[config.mk]
export PLATFORM = sky130hd
export DESIGN_NAME = reorder_collector
export DESIGN_NICKNAME = d
export VERILOG_FILES = /design/src/rtl/noc_pkt_pkg.sv /design/src/rtl/collector_slot_ram.sv /design/src/rtl/reorder_collector.sv
export SDC_FILE = /design/constraint.sdc
export NUM_CORES = 1
export LEC_CHECK = 0
export ABC_AREA = 1
export CORE_ASPECT_RATIO = 1.2
export CORE_MARGIN = 5
export CORE_UTILIZATION = 59
export DETAILED_ROUTE_END_ITERATION = 8
export GPL_TIMING_DRIVEN = 0
export PLACE_DENSITY = 0.79
export SKIP_CTS_REPAIR_TIMING = 1
export SLEW_MARGIN = 20
export SYNTH_ARGS = -nofsm -noshare
export SYNTH_HDL_FRONTEND = slang
export SYNTH_SLANG_ARGS = --single-unit
[constraint.sdc]
create_clock -name clk -period 3.2 [get_ports clk]
set_input_delay 0.64 -clock clk [delete_from_list [all_inputs] [get_ports clk]]
set_output_delay 0.64 -clock clk [all_outputs]
set_load 0.05 [all_outputs]
[src/rtl/noc_pkt_pkg.sv]
// noc_pkt_pkg: shared NoC flit layout (dest X/Y, packet number, payload bytes)
package noc_pkt_pkg;
  localparam int X_SIZE = 2;
  localparam int Y_SIZE = 2;
  localparam int PCK_NUM = 3;
  localparam int ITER = 4;
  function automatic int addr_lsb();
    return 0;
  endfunction
  function automatic int pck_lsb(int x, int y);
    return x + y;
  endfunction
  function automatic int payload_lsb(int x, int y, int p);
    return x + y + p;
  endfunction
  function automatic int payload_width(int it);
    return 8 * it;
  endfunction
  typedef struct packed {
    logic [8*ITER-1:0] payload;
    logic [PCK_NUM-1:0] pck;
    logic [Y_SIZE-1:0] y;
    logic [X_SIZE-1:0] x;
  } noc_pkt_t;
endpackage

[src/rtl/collector_slot_ram.sv]
// collector_slot_ram: per-packet-number payload slots with valid bits, async read at exp
module collector_slot_ram #(
  parameter int depth_bits = 3,
  parameter int width = 32
) (
  input  logic clk,
  input  logic rst,
  input  logic we,
  input  logic [depth_bits-1:0] waddr,
  input  logic [width-1:0] wdata,
  input  logic clr,
  input  logic [depth_bits-1:0] raddr,
  output logic [width-1:0] rdata,
  output logic [2**depth_bits-1:0] vld
);
  logic [width-1:0] mem [2**depth_bits];
  always_ff @(posedge clk)
    if (we) mem[waddr] <= wdata;
  always_ff @(posedge clk)
    if (!rst) vld <= '0;
    else begin
      if (clr) vld[raddr] <= 1'b0;
      if (we) vld[waddr] <= 1'b1;
    end
  assign rdata = mem[raddr];
endmodule

[src/rtl/reorder_collector.sv]
// reorder_collector: restores packet-number order of NoC packets; stats ports under REORDER_STATS_EN
module reorder_collector
  import noc_pkt_pkg::*;
#(
  parameter int x_size = 2,
  parameter int y_size = 2,
  parameter int pck_num = 3,
  parameter int iter = 4,
  parameter int total_width = x_size + y_size + pck_num + 8*iter
) (
  input  logic clk,
  input  logic rst,
  input  logic [total_width-1:0] i_data,
  input  logic i_valid,
  output logic o_ready,
  output logic [8*iter-1:0] o_data,
  output logic [pck_num-1:0] o_pck,
  output logic o_last,
  output logic o_valid,
  input  logic i_ready
`ifdef REORDER_STATS_EN
  ,
  output logic [31:0] o_ooo_cnt,
  output logic [31:0] o_stall_cnt
`endif
);
  localparam int pl = pck_lsb(x_size, y_size);
  localparam int dl = payload_lsb(x_size, y_size, pck_num);
  localparam int w = payload_width(iter);
  logic [pck_num-1:0] pck_in, exp;
  logic [w-1:0] pay_in, rdata;
  logic [2**pck_num-1:0] vld;
  logic acc, free, bypass, drain, we, unused_bits;
  assign pck_in = i_data[pl +: pck_num];
  assign pay_in = i_data[dl +: w];
  assign unused_bits = ^i_data;
  assign o_ready = rst & ~vld[pck_in];
  assign acc = i_valid & o_ready;
  assign free = ~o_valid | i_ready;
  assign bypass = acc & (pck_in == exp) & free;
  // an accept never targets slot exp while it is valid, so drain and write never collide
  assign drain = ~bypass & vld[exp] & free;
  assign we = acc & ~bypass;
  collector_slot_ram #(.depth_bits(pck_num), .width(w)) u_ram (
    .clk(clk),
    .rst(rst),
    .we(we),
    .waddr(pck_in),
    .wdata(pay_in),
    .clr(drain),
    .raddr(exp),
    .rdata(rdata),
    .vld(vld)
  );
  always_ff @(posedge clk)
    if (!rst) begin
      exp <= '0;
      o_valid <= 1'b0;
      o_data <= '0;
      o_pck <= '0;
      o_last <= 1'b0;
    end else if (bypass | drain) begin
      exp <= exp + 1'b1;
      o_valid <= 1'b1;
      o_data <= bypass ? pay_in : rdata;
      o_pck <= exp;
      o_last <= &exp;
    end else if (i_ready) o_valid <= 1'b0;
`ifdef REORDER_STATS_EN
  always_ff @(posedge clk)
    if (!rst) begin
      o_ooo_cnt <= '0;
      o_stall_cnt <= '0;
    end else begin
      if (acc && pck_in != exp && !(&o_ooo_cnt)) o_ooo_cnt <= o_ooo_cnt + 32'd1;
      if (i_valid && !o_ready && !(&o_stall_cnt)) o_stall_cnt <= o_stall_cnt + 32'd1;
    end
`endif
endmodule

# Word level (Yosys, flattened, before mapping)
# Memory sizes are Yosys's and may differ from the RTL's. A register that Yosys moved wholly into a read port is not among the register bits.
# Index checks and enable logic that the tools add are counted.
# Widths: inputs -> output; s select.
[totals]
ram_bits = 256
ff_bits = 48
n_memories = 1
[memory_table]
columns = ["memory", "depth", "word_bits", "read_ports", "rd_clocked_by_memory_dff", "write_ports", "line", "text"]
rows = [
  ["u_ram.mem", 8, 32, 1, 1, 1, "collector_slot_ram.sv:16", "logic [width-1:0] mem [2**depth_bits];"],
]
[classes]
n_mux = 18
n_reduce_logical = 4
magnitude_cmp = 4
n_eq_ne = 1
bitwise = 15
addsub = 1
[ops]
columns = ["operator", "count"]
rows = [
  ["$mux 32", 1],
  ["$mux 8", 3],
  ["$and 8x8->8", 1],
  ["$lt 3x4->1 const B", 2],
  ["$mux 1", 8],
  ["$not 8->8", 1],
  ["$or 8x8->8", 1],
  ["$and 1x1->1", 7],
  ["$bmux 1 s3", 2],
  ["$demux 1 s3", 2],
  ["$ge 3x1->1 const B", 2],
  ["$mux 3", 2],
  ["$add 3x1->3 const B", 1],
  ["$eq 3x3->1", 1],
  ["$not 1->1", 3],
  ["$reduce_and 3->1", 1],
  ["$logic_and 1x1->1", 2],
  ["$or 1x1->1", 2],
  ["$reduce_bool 2->1", 1],
]

# Longest topological paths before layout
# Gate-level depths: netlist of run 1.
[depth]
word_depth = 14
mapped_depth = 13
ltp_nobuf = 12

# Cells and area by module
# A second synthesis of run 1 with hierarchy kept.
[hier_totals]
hier_cells = 1544
area_unflattened_um2 = 13923.4
[by_module_without_submodules]
columns = ["module", "cells_each", "instances", "seq_area_each_um2", "area_per_inst_um2"]
rows = [
  ["collector_slot_ram", 1166, 1, 7847.5, 11534.8],
  ["reorder_collector", 378, 1, 800.8, 2388.5],
]

# Worst setup path after synthesis of run 1
# No wires, ideal clock.
[synth_timing]
kind = "in2reg"
start = "in i_data[4]"
end = "mem u_ram.mem[0][0], enable pin"
setup_ns = 0.387
path_stages = 9
setup_slack_ns = 0.611
t_arrival_ns = 2.203
t_required_ns = 2.813
cell_sequence = "buf_4 > nand2_1 > nand3_1 > nand4_1 > nor2_2 > nand2_1 > nor2_2 > nand2_1 > inv_1"
[synth_between]
elab_chain_len = 11
word_cells_on_any_way = 12
[synth_lines]
columns = ["item", "line", "text"]
rows = [
  ["from (decl)", "reorder_collector.sv:13", "input logic [total_width-1:0] i_data,"],
  ["$bmux 1 s3", "reorder_collector.sv:37", "assign o_ready = rst & ~vld[pck_in];"],
  ["$mux 1 (not written as such)", "reorder_collector.sv:37", ""],
  ["$not 1->1", "reorder_collector.sv:37", ""],
  ["$and 1x1->1", "reorder_collector.sv:37", ""],
  ["$and 1x1->1", "reorder_collector.sv:38", "assign acc = i_valid & o_ready;"],
  ["$and 1x1->1 (2 in a row)", "reorder_collector.sv:40", "assign bypass = acc & (pck_in == exp) & free;"],
  ["$not 1->1", "reorder_collector.sv:43", "assign we = acc & ~bypass;"],
  ["$and 1x1->1", "reorder_collector.sv:43", ""],
  ["$mux 1", "collector_slot_ram.sv:18", "if (we) mem[waddr] <= wdata;"],
  ["$mux 1 (not written as such)", "collector_slot_ram.sv:18", ""],
  ["to (decl)", "collector_slot_ram.sv:16", ""],
]
# Several ways; a longest one is shown, not always the timed one. The select of a mux whose other input is x is not followed.

# Worst setup path after layout of run 1
[layout_timing]
start = "in i_data[4]"
end = "out o_ready"
[layout_between]
elab_chain_len = 4
[layout_lines]
columns = ["item", "line", "text"]
rows = [
  ["$bmux 1 s3", "reorder_collector.sv:37", ""],
  ["$mux 1 (not written as such)", "reorder_collector.sv:37", ""],
  ["$not 1->1", "reorder_collector.sv:37", ""],
  ["$and 1x1->1", "reorder_collector.sv:37", ""],
  ["to (decl)", "reorder_collector.sv:15", "output logic o_ready,"],
]
# Every way passes these cells. The select of a mux whose other input is x is not followed.

==> run metrics, run 1 <==
status=finished, final reports clean; Max Cap Viol=0; VDD IR max=between 0.5 and 0.6 mV; Worst-path clk slew=roughly 70 ps; dominant cell type by area after synthesis=edfxtp_1; Critical Path RT=between 2000 and 3000 ps; # clock sinks=about 300; Die Y=roughly 170 um; DR WL/cell=20.91 um; routed wire length=around 34000 um; Starting Density=0.5971; Synth Area per Inst=between 10 and 15 um2; Post-Syn Area=12870 um2; ANT cells=0; fraction of layout instances using a drive strength above 1=0.08254; #FFs+latches synth=slightly above 300; HPWL Detailed=between 20000 and 25000 um; DRC viols=0; area occupied by multi-input gates=about 3700 um2; first-pass GRT wire length=52320 um; DR pass1 iterations=5; Die Footprint=about 25000 um2; Pwr per Cell Area=between 800 and 900 nW/um2; CP Class=input pin to output pin; Slew @ Worst Pin=slightly above 800 ps; clock root cell=clkbuf_16; Seq/Total Area, Yosys=0.6766; fin crit period=about 3100 ps; Post-Layout Cell Count=around 1600; Synth area leaders=edfxtp_1, dfxtp_1, nor2_1; # setup viols final=0; Max Fclk=approximately 320 MHz; TritonCTS clock tree=yes; clk_skew=between 15 and 20 ps; hold depth=2; Leakage=~5.5 nW; register area=slightly below 9000 um2; synth warn=0; top-area cell type share of the netlist area=0.5973; crit-path cells=clkdlybuf4s50_1, buf_4, nand2_1, nand3_1, nand4_1, nor2_4, buf_6, clkbuf_4; Core Area=between 20000 and 25000 um2; Hold Path Class=register to register; Layout Nets=around 1400; post-placement cell count=approximately 1600; std cell rows=59; fillers=1506; Buffers on Ports=between 70 and 80; die width=~140 um; post-synthesis cell type count=27; gp weighted congestion=between 0.8 and 0.9; initial antenna violation count=0; post-route ant nets=0; worst endpoint data arrival time=roughly 2500 ps; Post-Syn Instances=between 1000 and 1500; R2R cell count=9; Tot GR Track Use=0.2741; clk buf depth=3; WHS=between 400 and 500 ps; Mapped Nets=around 1300; fin crit share=0.9646; H-tree depth=1; clk_lat worst skew=approximately 540 ps; DR vias=9701; Slew Viols, Final=0; CP Capture Type=output pin; Critical Path Slowest Stage Cell=clkdlybuf4s50_1; Max Fanout on Critical Path=10; Critical Path Start Type=input pin; total grt overflow=0; Num CTS Buffers=29; Max stage delay on crit path=roughly 560 ps; Area growth syn-to-layout=17.62%; vias per cell=about 6; # IOs=81; DR iter-0 viols=just over 1000; Slew headroom=0.4534; Fin. Hold Viols=0; vias in the first global route=around 9700; largest net degree at the start of global routing=33
## cell type report
cell class                 instances  share of cell area
tap                              274             0.02264
timing repair buffer              82             0.06017
buffer                            80             0.02595
multi-input combinational        801              0.2413
clock inverter                    18             0.01612
clock buffer                      35             0.05008
sequential                       307              0.5752
inverter                          34            0.008512
## registers in the layout (all words and copies together), names as in the netlist, named ones only
| register | cells |
|---|---|
| u_ram.mem | 256 |
| o_data | 32 |
| exp | 3 |
| o_pck | 3 |
| o_valid | 1 |
| o_last | 1 |
| u_ram.vld | 8 |
## stage by stage
step	setup TNS (ps)	setup slack (ps)	instance area (um2)	util	total power, mW
finish	0	113.3	15140	0.7023	12.18
global route	-1.210	-1.210	15140	0.7023	12.71
CTS	-677.6	-677.6	15110	0.7012	12.15
detailed placement	-70860	-662.2	14110	0.6547	8.535
global placement	-230560	-942.9	13950	0.6474	8.447
floorplan	0	610.7	12870	-	7.324
## worst max-delay path, delay by kind of cell
family | cells | cell delay (ps)
and+or+nand+nor | 4 | 590
buffers and inverters | 4 | 1200
## cells by family (layout without fill, tap and decap cells)
family          Yosys count  in the layout  synth area share
compound gates          210            210           0.08467
xor+xnor                  1              1         0.0006806
simple gates            588            588            0.1962
flops                   307            307            0.6766
buf+inv                 114            249           0.03995
fa+ha+maj                 2              2          0.001944
## layout by cell type (no fill, tap or decap), types with 4 or more instances in the layout
| cell type | instances |
|---|---|
| a21oi_1 | 12 |
| buf_1 | 5 |
| buf_16 | 5 |
| buf_2 | 20 |
| buf_4 | 6 |
| buf_6 | 7 |
| bufinv_16 | 6 |
| clkbuf_1 | 49 |
| clkbuf_16 | 29 |
| clkdlybuf4s50_1 | 73 |
| clkinv_1 | 4 |
| clkinv_2 | 7 |
| dfxtp_1 | 51 |
| edfxtp_1 | 256 |
| inv_1 | 19 |
| inv_2 | 13 |
| nand2_1 | 242 |
| nand3_1 | 16 |
| nand3b_1 | 32 |
| nand4_1 | 34 |
| nor2_1 | 247 |
| nor2_4 | 4 |
| nor3_1 | 4 |
| nor3_2 | 4 |
| o21ai_0 | 143 |
| o21ai_1 | 24 |
| o22ai_1 | 31 |
## where the power goes
part	switching [mW]	leakage (nW)	internal, mW	total, mW
clock	1.47	0.484	2.17	3.64
combinational	2.65	2.32	1.24	3.89
sequential	0.104	2.73	4.55	4.65
total	4.23	5.53	7.96	12.2
## metal layers
metal | track usage | part of all wire | vias up
met1 | 0.3470 | 0.38 | 4620
met5 | 0 | 0 | -
met4 | 0.1217 | 0.041 | 0
met2 | 0.4703 | 0.50 | 536
li1 | - | - | 4453
met3 | 0.03754 | 0.082 | 92
## synthesized netlist by cell type
| library cell | n |
|---|---|
| o21ai_0 | 143 |
| nor3_1 | 4 |
| o21ai_1 | 24 |
| ha_1 | 2 |
| xnor2_1 | 1 |
| a21oi_1 | 12 |
| nand4_1 | 34 |
| nand3_1 | 16 |
| o22ai_1 | 31 |
| nor3_2 | 4 |
| nor2_4 | 3 |
| inv_2 | 6 |
| buf_1 | 5 |
| buf_2 | 21 |
| nand3b_1 | 32 |
| buf_6 | 6 |
| clkinv_1 | 1 |
| edfxtp_1 | 256 |
| nand2_1 | 242 |
| nand2_4 | 2 |
| nand4_4 | 1 |
| inv_1 | 27 |
| dfxtp_1 | 51 |
| clkbuf_1 | 44 |
| buf_4 | 4 |
| nor2_1 | 247 |
| nor2_2 | 3 |
## path summary, 6_finish.rpt
| kind | endpoint | slack, ps | startpoint |
|---|---|---|---|
| worst max register to register | u_ram.mem[2][8] | 650 | u_ram.vld[6] |
| worst min-delay path | u_ram.vld[7] | 470 | u_ram.vld[7] |
| worst max-delay path | o_ready | 110 | i_data[4] |
| worst min register to register | u_ram.vld[7] | 470 | u_ram.vld[7] |
No activity file was read; power rests on OpenSTA's default activity.
==> run 2: changes to the inputs <==
CAP_MARGIN = 20   (was default)
==> results of run 2 <==
No change in the layout: final DEF, timing and power equal those of run 1.
==> run 3: changes to the inputs <==
CORE_MARGIN = 3   (was 5)
CTS_BUF_LIST = sky130_fd_sc_hd__clkbuf_16   (was default)
==> run 3 against run 2 <==
  * Design area grew 0.26%
  * Wire length increased by 0.91%
  * Sequential power is essentially flat
  * Fmax fell by 1.6%
  * Worst hold slack lost 3.9 ps
  * Register-to-register slack about the same
  * Sequential cell count unchanged
  * Total power rose by 0.34%
  * Core utilization is 1.4 points higher
  * Clock power hardly changed
  * Critical path type unchanged
  * Die area down 5.0%
==> run metrics, run 3 (same netlist as run 1, synthesis figures left out) <==
vias per cell=6.044 (+1.6%); Slew @ Worst Pin=854.9 ps (+36.13 ps); H-tree depth=1 (unchanged); crit-path cells=clkdlybuf4s50_1, buf_4, nand2_1, nand3_1, nand4_1, nor2_4, buf_4, clkbuf_4; DRC viols=0 (unchanged); Post-Layout Cell Count=1630 (-0.061%); Pwr per Cell Area=805.4 nW/um2 (about the same); gp weighted congestion=0.8979 (+2.2%); Critical Path RT=2560 ps (about the same); DR vias=9852 (+1.6%); # clock sinks=307 (unchanged); Critical Path Slowest Stage Cell=clkdlybuf4s50_1; Area after DPL=14140 um2 (+0.21%); CP Buf/Inv Count=4 (unchanged); Leakage=5.591 nW (+1.0%); TritonCTS clock tree=yes; Fin. Hold Viols=0 (unchanged); total power=12.22 mW (+0.34%); Worst-path clk slew=70 ps (about the same); fraction of layout instances using a drive strength above 1=0.08309 (+0.0005532); fin crit share=0.9803 (+0.01574); Num CTS Buffers=30 (+3.4%); largest net degree at the start of global routing=33 (unchanged); max reg flops=256 (unchanged); # setup viols final=0 (unchanged); Starting Density=0.6074 (+0.01030); RSZ-0062 raised after global routing=no; FF-to-FF setup slack=650 ps (about the same); vias in the first global route=9701 (-0.42%); Buffers on Ports=74 (unchanged); Die Footprint=23630 um2 (-5.0%); Top Family by Delay on Critical Path=buffers and inverters; Core Area=21190 um2 (-1.7%); DP Worst Slack=-646.6 ps (+15.60 ps); fin crit period=3137 ps (+50.37 ps); post-route ant nets=0 (unchanged); Slew Viols, Final=0 (unchanged); total grt overflow=0 (unchanged); first-pass GRT wire length=53470 um (+2.2%); clock root cell=clkbuf_16; most frequent cell on the critical path=buf_4; HPWL Detailed=21820 um (+1.7%); clk buf depth=3 (unchanged); Layout Nets=1381 (+0.072%); Max Cap Viol=0 (unchanged); Hold Path Class=register to register; reg2reg end=u_ram.mem[1][1]; DR iter-0 viols=1313 (+28%); biggest regs=u_ram.mem x256, o_data x32, u_ram.vld x8; CP Capture Type=output pin; Max Fclk=318.8 MHz (-1.6%); Setup WS post-layout=62.92 ps (-50.37 ps); ANT cells=0 (unchanged); DR pass1 iterations=6 (+1); std cell rows=58 (-1.7%); Hold EP=u_ram.vld[6]; largest register by flop count=u_ram.mem; hold depth=2 (unchanged); Critical Path Start Type=input pin; Max Fanout on Critical Path=10 (unchanged); final instance area=15180 um2 (+0.26%); Die Y=167.8 um (-2.3%); worst endpoint data arrival time=2500 ps (+50 ps); R2R cell count=9 (unchanged); most frequent cells in the layout=edfxtp_1, nor2_1, nand2_1, o21ai_0, clkdlybuf4s50_1; Slew headroom=0.4292 (-0.02412); hold path start=u_ram.vld[6]; status=finished, final reports clean; reg2reg start=u_ram.vld[6]; post-placement cell count=1573 (-0.19%); Max stage delay on crit path=530 ps (-30 ps); DR WL/cell=21.12 um (+0.97%); initial antenna violation count=0 (unchanged); routed wire length=34420 um (+0.91%); # IOs=81 (unchanged); commonest non-fill, non-tap cell in the layout=edfxtp_1; setup tns final=0 ps (unchanged); clk_lat worst skew=560 ps (+20 ps); clk_skew=12.12 ps (-3.879 ps); CP Class=input pin to output pin; Tot GR Track Use=0.2903 (+0.01622); die width=140.8 um (-2.8%); VDD IR max=0.5883 mV (+12%); Area growth syn-to-layout=17.93%
-- run 3: cell types whose count changed in the layout (fill, tap and decap cells not counted) --
cell	previous run	this run
buf_12	1	0
buf_16	5	7
buf_6	7	6
bufinv_16	6	5
clkbuf_1	49	44
clkbuf_16	29	31
clkbuf_8	1	0
clkinv_4	0	1
clkinvlp_4	3	1
inv_1	19	26
inv_2	13	14
inv_6	0	1
-- run 3: stage by stage --
step	utilization	hold slack (ps)
6_report	0.7163	465.3
3_5_place_dp	0.6674	454.7
3_3_place_gp	0.6583	453.1
2_1_floorplan	-	443.7
5_1_grt	0.7163	481.2
4_1_cts	0.7157	465.1
-- run 3: worst min-delay path: stages (launching register included) --
cell and delay (ps):
dfxtp_1 310, nand2_1 60, a21oi_1 50
-- run 3: layout make-up --
cell class,count,area [um2]
buffer,80,389.1
clock buffer,31,775.7
tap,270,337.8
clock inverter,25,247.7
fill,1463,6012
sequential,307,8708
multi-input combinational,801,3654
inverter,34,127.6
timing repair buffer,82,938.4
-- run 3: how the worst max path moves through the flow --
stage	startpoint	cells after the start	slack [ps]	to
2_1_floorplan	i_data[4]	9	610	u_ram.mem[0][0]
5_1_grt	i_data[4]	8	30	o_ready
6_report	i_data[4]	8	60	o_ready
4_1_cts	i_data[4]	8	-650	o_ready
3_3_place_gp	i_data[4]	10	-880	u_ram.mem[7][2]
3_5_place_dp	i_data[4]	8	-650	o_ready
-- run 3: per-layer routing --
metal	share of wire	wire length (um)	track usage
met1	0.37	12750	0.3806
met2	0.49	16930	0.4879
met4	0.043	1469	0.1188
met5	0	0	0
met3	0.095	3279	0.04489
-- run 3: power breakdown --
| group | internal [mW] | switching, mW | total, mW |
|---|---|---|---|
| Clock | 2.15 | 1.50 | 3.66 |
| Combinational | 1.24 | 2.68 | 3.91 |
| Sequential | 4.55 | 0.102 | 4.65 |
| Total | 7.94 | 4.28 | 12.2 |
